==> src/rtl/f_fetch_seq_pkg.sv <==
// Shared definitions for the fetch sequencer: FSM encoding, fixed PC constants,
// redirect-source priority encoding and the fetch-address legality test.
package f_fetch_seq_pkg;

    localparam logic [31:0] RESET_PC_DEF = 32'h0000_3000;
    localparam logic [31:0] EXC_VEC_DEF  = 32'h0000_4180;
    localparam logic [31:0] PC_MIN_DEF   = 32'h0000_3000;
    localparam logic [31:0] PC_MAX_DEF   = 32'h0000_6ffc;
    localparam int          STALL_MAX_DEF = 16;

    typedef enum logic [1:0] {
        ST_BOOT = 2'd0,
        ST_RUN  = 2'd1,
        ST_PEND = 2'd2
    } fetch_state_e;

    // Ordered lowest to highest priority.
    typedef enum logic [2:0] {
        SRC_SEQ  = 3'd0,
        SRC_BR   = 3'd1,
        SRC_J    = 3'd2,
        SRC_JR   = 3'd3,
        SRC_ERET = 3'd4,
        SRC_EXC  = 3'd5
    } redirect_src_e;

    function automatic logic pc_legal(input logic [31:0] pc,
                                      input logic [31:0] lo,
                                      input logic [31:0] hi);
        return (pc[1:0] == 2'b00) && (pc >= lo) && (pc <= hi);
    endfunction

endpackage

==> src/rtl/f_redirect_sel.sv <==
// Prioritised next-PC selection with fetch-address legality check; an illegal
// target is replaced by the exception vector and reported as a fault.
module f_redirect_sel
    import f_fetch_seq_pkg::*;
#(
    parameter logic [31:0] EXC_VEC = EXC_VEC_DEF,
    parameter logic [31:0] PC_MIN  = PC_MIN_DEF,
    parameter logic [31:0] PC_MAX  = PC_MAX_DEF
) (
    input  logic [31:0] pc_in,
    input  logic        exc_req,
    input  logic        eret_req,
    input  logic [31:0] epc,
    input  logic        jr_req,
    input  logic [31:0] jr_target,
    input  logic        j_req,
    input  logic [31:0] j_target,
    input  logic        br_req,
    input  logic [31:0] br_target,
    output logic [31:0] sel_pc,
    output logic        any_req,
    output logic        fault
);

    redirect_src_e src;
    logic [31:0]   raw_pc;

    always_comb begin
        src = SRC_SEQ;
        if (exc_req)       src = SRC_EXC;
        else if (eret_req) src = SRC_ERET;
        else if (jr_req)   src = SRC_JR;
        else if (j_req)    src = SRC_J;
        else if (br_req)   src = SRC_BR;
    end

    always_comb begin
        raw_pc = pc_in + 32'd4;
        case (src)
            SRC_EXC:  raw_pc = EXC_VEC;
            SRC_ERET: raw_pc = epc;
            SRC_JR:   raw_pc = jr_target;
            SRC_J:    raw_pc = j_target;
            SRC_BR:   raw_pc = br_target;
            default:  raw_pc = pc_in + 32'd4;
        endcase
    end

    // The exception vector is trusted even if it were parameterised out of range.
    assign fault   = (src != SRC_EXC) && !pc_legal(raw_pc, PC_MIN, PC_MAX);
    assign sel_pc  = fault ? EXC_VEC : raw_pc;
    assign any_req = exc_req | eret_req | jr_req | j_req | br_req;

endmodule

==> src/rtl/f_fetch_seq.sv <==
// Fetch-stage sequencer: drives IFU npc/pcwe, parks a redirect that arrives
// during a stall and replays it on release, and watches for endless stalls.
module f_fetch_seq
    import f_fetch_seq_pkg::*;
#(
    parameter logic [31:0] RESET_PC  = RESET_PC_DEF,
    parameter logic [31:0] EXC_VEC   = EXC_VEC_DEF,
    parameter logic [31:0] PC_MIN    = PC_MIN_DEF,
    parameter logic [31:0] PC_MAX    = PC_MAX_DEF,
    parameter int          STALL_MAX = STALL_MAX_DEF
) (
    input  logic        clk,
    input  logic        reset,
    input  logic [31:0] pc_in,
    input  logic        stall,
    input  logic        exc_req,
    input  logic        eret_req,
    input  logic [31:0] epc,
    input  logic        jr_req,
    input  logic [31:0] jr_target,
    input  logic        j_req,
    input  logic [31:0] j_target,
    input  logic        br_req,
    input  logic [31:0] br_target,
    output logic [31:0] npc,
    output logic        pcwe,
    output logic        flush_d,
    output logic        pc_fault,
    output logic        pend_valid,
    output logic        stall_timeout
);

    localparam int             CW      = $clog2(STALL_MAX + 1);
    localparam logic [CW-1:0]  CNT_MAX = CW'(STALL_MAX);

    fetch_state_e  state_reg, state_next;
    logic [31:0]   pend_pc_reg, pend_pc_next;
    logic          pend_fault_reg, pend_fault_next;
    logic          pc_fault_reg, pc_fault_next;
    logic [CW-1:0] stall_cnt_reg, stall_cnt_next;
    logic          stall_timeout_reg, stall_timeout_next;

    logic [31:0]   sel_pc;
    logic          any_req;
    logic          fault;

    f_redirect_sel #(
        .EXC_VEC (EXC_VEC),
        .PC_MIN  (PC_MIN),
        .PC_MAX  (PC_MAX)
    ) u_redirect_sel (
        .pc_in     (pc_in),
        .exc_req   (exc_req),
        .eret_req  (eret_req),
        .epc       (epc),
        .jr_req    (jr_req),
        .jr_target (jr_target),
        .j_req     (j_req),
        .j_target  (j_target),
        .br_req    (br_req),
        .br_target (br_target),
        .sel_pc    (sel_pc),
        .any_req   (any_req),
        .fault     (fault)
    );

    always_ff @(posedge clk or negedge reset) begin
        if (!reset) begin
            state_reg         <= ST_BOOT;
            pend_pc_reg       <= 32'd0;
            pend_fault_reg    <= 1'b0;
            pc_fault_reg      <= 1'b0;
            stall_cnt_reg     <= '0;
            stall_timeout_reg <= 1'b0;
        end else begin
            state_reg         <= state_next;
            pend_pc_reg       <= pend_pc_next;
            pend_fault_reg    <= pend_fault_next;
            pc_fault_reg      <= pc_fault_next;
            stall_cnt_reg     <= stall_cnt_next;
            stall_timeout_reg <= stall_timeout_next;
        end
    end

    always_comb begin
        state_next      = state_reg;
        pend_pc_next    = pend_pc_reg;
        pend_fault_next = pend_fault_reg;
        pc_fault_next   = 1'b0;
        npc             = sel_pc;
        pcwe            = 1'b0;
        flush_d         = 1'b0;
        case (state_reg)
            ST_BOOT: begin
                npc        = RESET_PC;
                state_next = ST_RUN;
            end
            ST_RUN: begin
                if (!stall) begin
                    pcwe          = 1'b1;
                    flush_d       = exc_req | fault;
                    pc_fault_next = fault;
                end else if (any_req) begin
                    // A faulting target is parked too; its pulse is deferred to replay.
                    pend_pc_next    = sel_pc;
                    pend_fault_next = fault;
                    state_next      = ST_PEND;
                end
            end
            ST_PEND: begin
                npc = pend_pc_reg;
                if (stall) begin
                    if (exc_req) begin
                        pend_pc_next    = EXC_VEC;
                        pend_fault_next = 1'b0;
                    end
                end else begin
                    pcwe            = 1'b1;
                    state_next      = ST_RUN;
                    pend_fault_next = 1'b0;
                    if (exc_req) begin
                        npc     = EXC_VEC;
                        flush_d = 1'b1;
                    end else begin
                        flush_d       = (pend_pc_reg == EXC_VEC);
                        pc_fault_next = pend_fault_reg;
                    end
                end
            end
            default: begin
                npc        = RESET_PC;
                state_next = ST_BOOT;
            end
        endcase
    end

    always_comb begin
        if (!stall)
            stall_cnt_next = '0;
        else if (stall_cnt_reg == CNT_MAX)
            stall_cnt_next = stall_cnt_reg;
        else
            stall_cnt_next = stall_cnt_reg + 1'b1;
        stall_timeout_next = stall_timeout_reg | (stall_cnt_next == CNT_MAX);
    end

    assign pc_fault      = pc_fault_reg;
    assign pend_valid    = (state_reg == ST_PEND);
    assign stall_timeout = stall_timeout_reg;

endmodule

==> config.mk <==
export PLATFORM = sky130hd
export DESIGN_NAME = f_fetch_seq
export DESIGN_NICKNAME = d
export VERILOG_FILES = /design/src/rtl/f_fetch_seq_pkg.sv /design/src/rtl/f_redirect_sel.sv /design/src/rtl/f_fetch_seq.sv
export SDC_FILE = /design/constraint.sdc
export NUM_CORES = 1
export LEC_CHECK = 0
export CAP_MARGIN = 5
export CORE_UTILIZATION = 44
export CTS_BUF_LIST = sky130_fd_sc_hd__clkbuf_2 sky130_fd_sc_hd__clkbuf_4 sky130_fd_sc_hd__clkbuf_8
export CTS_CLUSTER_SIZE = 40
export DETAILED_ROUTE_END_ITERATION = 8
export HOLD_SLACK_MARGIN = 0.15
export PLACE_DENSITY = 0.95
export REMOVE_ABC_BUFFERS = 1
export SLEW_MARGIN = 10
export SYNTH_ARGS = -nofsm -noshare
export SYNTH_HDL_FRONTEND = slang
export SYNTH_SLANG_ARGS = --single-unit
==> constraint.sdc <==
create_clock -name clk -period 6.8 [get_ports clk]
set_input_delay 1.36 -clock clk [delete_from_list [all_inputs] [get_ports clk]]
set_output_delay 1.36 -clock clk [all_outputs]
set_load 0.01 [all_outputs]
==> results.sh <==
export IMPL_outcome="finished, final reports clean"
export IMPL_htree_num_levels=2
export IMPL_floorplan_initialDensity=0.461
export IMPL_cts_inserted_buffers=5
export IMPL_power_per_cell_area_nw_per_um2=152
export IMPL_path_clk_slew_ns=0.08
export IMPL_die_height_um=95.5
export IMPL_tightestPinTransition_ns=1.06
export IMPL_holdPathStages=2
export IMPL_boundaryPins=205
export IMPL_setup_violations_final=0
export IMPL_clock_buffer_depth=2
export IMPL_ys_ff_latch=42
export IMPL_hold_path_endpoint="stall_timeout$_DFF_PN0_"
export IMPL_cap_viol_max_count=0
export IMPL_die_area_um2=9130
export IMPL_dominant_cell_type_by_area_after_synthesis="sky130_fd_sc_hd__dfrtp_1"
export IMPL_dp_hpwl_mm=12.1
export IMPL_critPathMostFrequentCell="sky130_fd_sc_hd__clkdlybuf4s50_1"
export IMPL_drcViolationCount=0
export IMPL_synth_edff_count=0
export IMPL_hp_start="stall_timeout$_DFF_PN0_"
export IMPL_kind_of_launch_point_of_the_worst_setup_path="input pin"
export IMPL_setup_worst_path_class="input pin to output port"
export IMPL_drive_above_1_share=0.0592
export IMPL_worst_clock_skew_ns=0.00701
export IMPL_tritoncts="built"
export IMPL_synthesis_area_um2=3850
export IMPL_grt_first_pass_wirelength_mm=23.2
export IMPL_r2r_end="pend_pc_reg[2]$_DFFE_PN0P_"
export IMPL_numPortBuffers=204
export IMPL_fillerInstances=646
export IMPL_grt_antenna_before_repair=0
export IMPL_final_hold_violation_count=0
export IMPL_post_synth_cell_area_avg_um2=7.67
export IMPL_ff2ff_setup_slack_ns=4.37
export IMPL_cp_data_arrival_time_ns=5.25
export IMPL_yosysMostFrequentCell="sky130_fd_sc_hd__nand2_1"
export IMPL_r2r_cells=7
export IMPL_relSlewSlack=0.291
export IMPL_synth_top_area_share=0.273
export IMPL_synth_commonest_cells="65 x sky130_fd_sc_hd__nand2_1, 42 x sky130_fd_sc_hd__dfrtp_1, 33 x sky130_fd_sc_hd__o21ai_0"
export IMPL_antenna_cells=0
export IMPL_synth_yosys_warnings=0
export IMPL_worstPathMaxFanout=31
export IMPL_dpl_instance_area_um2=5970
export IMPL_synth_flop_cell="sky130_fd_sc_hd__dfrtp_1"
export IMPL_placement_rows=33
export IMPL_sum_neg_setup_slack_ns=0
export IMPL_netlist_top_cells_area="sky130_fd_sc_hd__dfrtp_1 27%, sky130_fd_sc_hd__nand2_1 6.3%, sky130_fd_sc_hd__and3_1 4.7%"
export IMPL_worstHoldPathType="register to register"
export IMPL_synth_cells=502
export IMPL_hold_buffers=0
export IMPL_cts_root_buf="sky130_fd_sc_hd__clkbuf_8"
export IMPL_placer_congestion=0.995
export IMPL_nNetsFinal=867
export IMPL_largest_stage_delay_worst_path_ns=0.58
export IMPL_remaining_antenna_violation_count_after_routing=0
export IMPL_finalWorstPathRequiredPeriod_ns=6.61
export IMPL_finalMaxSlewViolations=0
export IMPL_endpoint_kind="output port"
export IMPL_synth_cell_type_count=67
export IMPL_detailedRoute_firstIterationViolations=388
export IMPL_area_growth_synth_to_final_pct=57.8
export IMPL_worstPathCellList="clkdlybuf4s50_1 -> or3_1 -> or3_4 -> a21oi_1 -> o221ai_2 -> xor2_1 -> nor4_4 -> nand3_2 -> o211ai_1 -> clkdlybuf4s50_1"
export IMPL_route_detailed_vias_per_inst=6.23
export IMPL_wl_per_cell_um=18.9
export IMPL_final_standard_cell_area_without_fillers_um2=6070
export IMPL_startpoint="br_req"
export IMPL_post_cts_resized=1
export IMPL_async_reset_ff_frac=1.00
export IMPL_die_width_um=95.5
export IMPL_cts_sink_cnt=42
export IMPL_via_count_of_the_first_global_routing_pass=4792
export IMPL_ir_drop_worst_case_vdd_v=0.000119
export IMPL_largest_register_ffs=32
export IMPL_crit_path_top_delay_cell="sky130_fd_sc_hd__clkdlybuf4s50_1"
export IMPL_via_count=4973
export IMPL_seq_area_frac_synth=0.273
export IMPL_grt_max_degree=43
export IMPL_unrepaired_setup_endpoints_after_global_routing="yes"
export IMPL_track_usage=0.329
export IMPL_router_iterations_before_antenna_repair=7
export IMPL_gr_total_overflow=0
export IMPL_fin_crit_sh=0.972
export IMPL_totalWireLength_mm=15.1
export IMPL_worst_skew_pair_latency_ns=0.29
export IMPL_critical_path_required_ns=5.44
export IMPL_worstReg2RegStart="state_reg[0]$_DFFE_PN0P_"
export IMPL_core_area_um2=8340
export IMPL_fmaxAchievable_ghz=0.151
export IMPL_total_leakage_power_nw=2.40
export IMPL_post_cts_buffers=0
critical path, delay by kind of cell:
kind / cells / cell delay (ns)
AND/OR/NAND/NOR: 4 / 1.83
buffers and inverters: 2 / 1.10
XOR/XNOR: 1 / 0.20
AO/OA/AOI/OAI: 3 / 0.76
layout by cell type, fill, tap and decap left out, drive strengths merged, types with 14 or more instances in the layout:
master and count:
clkdlybuf4s50 203, nand2 65, dfrtp 42, o21ai 39
and3 29, nand3 29, and2 24, nor2 22
a21oi 18, nand4 18, nor4 17, buf 14
worst max path at each step:
stage                   end  slack [ns]
floorplan           npc[12]        1.17
global placement     npc[9]       -0.05
detailed placement   npc[9]       -0.01
CTS                  npc[5]        0.24
global route        npc[13]       -0.02
finish              npc[13]        0.19
per-layer routing:
layer  track usage  up-vias  wire (um)
met5             0        -          0
met4         0.133        0        551
met3        0.0415       58       1180
met2         0.595      313       7600
met1         0.391     2325       5740
li1              -     2277          -
where the power goes:
group / switching, mW / internal [mW] / leakage [nW]
sequential: 0.0111 / 0.263 / 0.556
combinational: 0.253 / 0.231 / 1.80
clock: 0.0813 / 0.0859 / 0.0517
total: 0.345 / 0.579 / 2.40
final cells by class:
| type | instances | area [um^2] | share of cell area |
|---|---|---|---|
| multi-input combinational | 414 | 2620 | 0.431 |
| timing repair buffer | 217 | 2130 | 0.351 |
| sequential | 42 | 1050 | 0.173 |
| clock inverter | 1 | 5.00 | 0.000824 |
| inverter | 12 | 45.0 | 0.00742 |
| clock buffer | 7 | 90.1 | 0.0148 |
| tap | 105 | 131 | 0.0216 |
cells by family after synthesis:
group           after synthesis  share of synthesized area
mux                           6                     0.0166
fa+ha+maj                     7                     0.0228
simple gates                253                      0.362
xor+xnor                     20                     0.0455
buf+inv                      46                     0.0517
flops                        42                      0.273
compound gates              128                      0.228
per-stage QoR:
stage | setup slack [ns] | cells | util | hold WS (ns) | total power [mW]
global placement | -0.0489 | 790 | 0.715 | 0.451 | 0.737
CTS | 0.245 | 798 | 0.727 | 0.480 | 0.918
global route | -0.0238 | 798 | 0.728 | 0.510 | 0.981
finish | 0.190 | 798 | 0.728 | 0.469 | 0.924
detailed placement | -0.0122 | 790 | 0.715 | 0.462 | 0.753
floorplan | 1.17 | 468 | - | 0.460 | 0.496
Power figures use the tool's default switching activity.
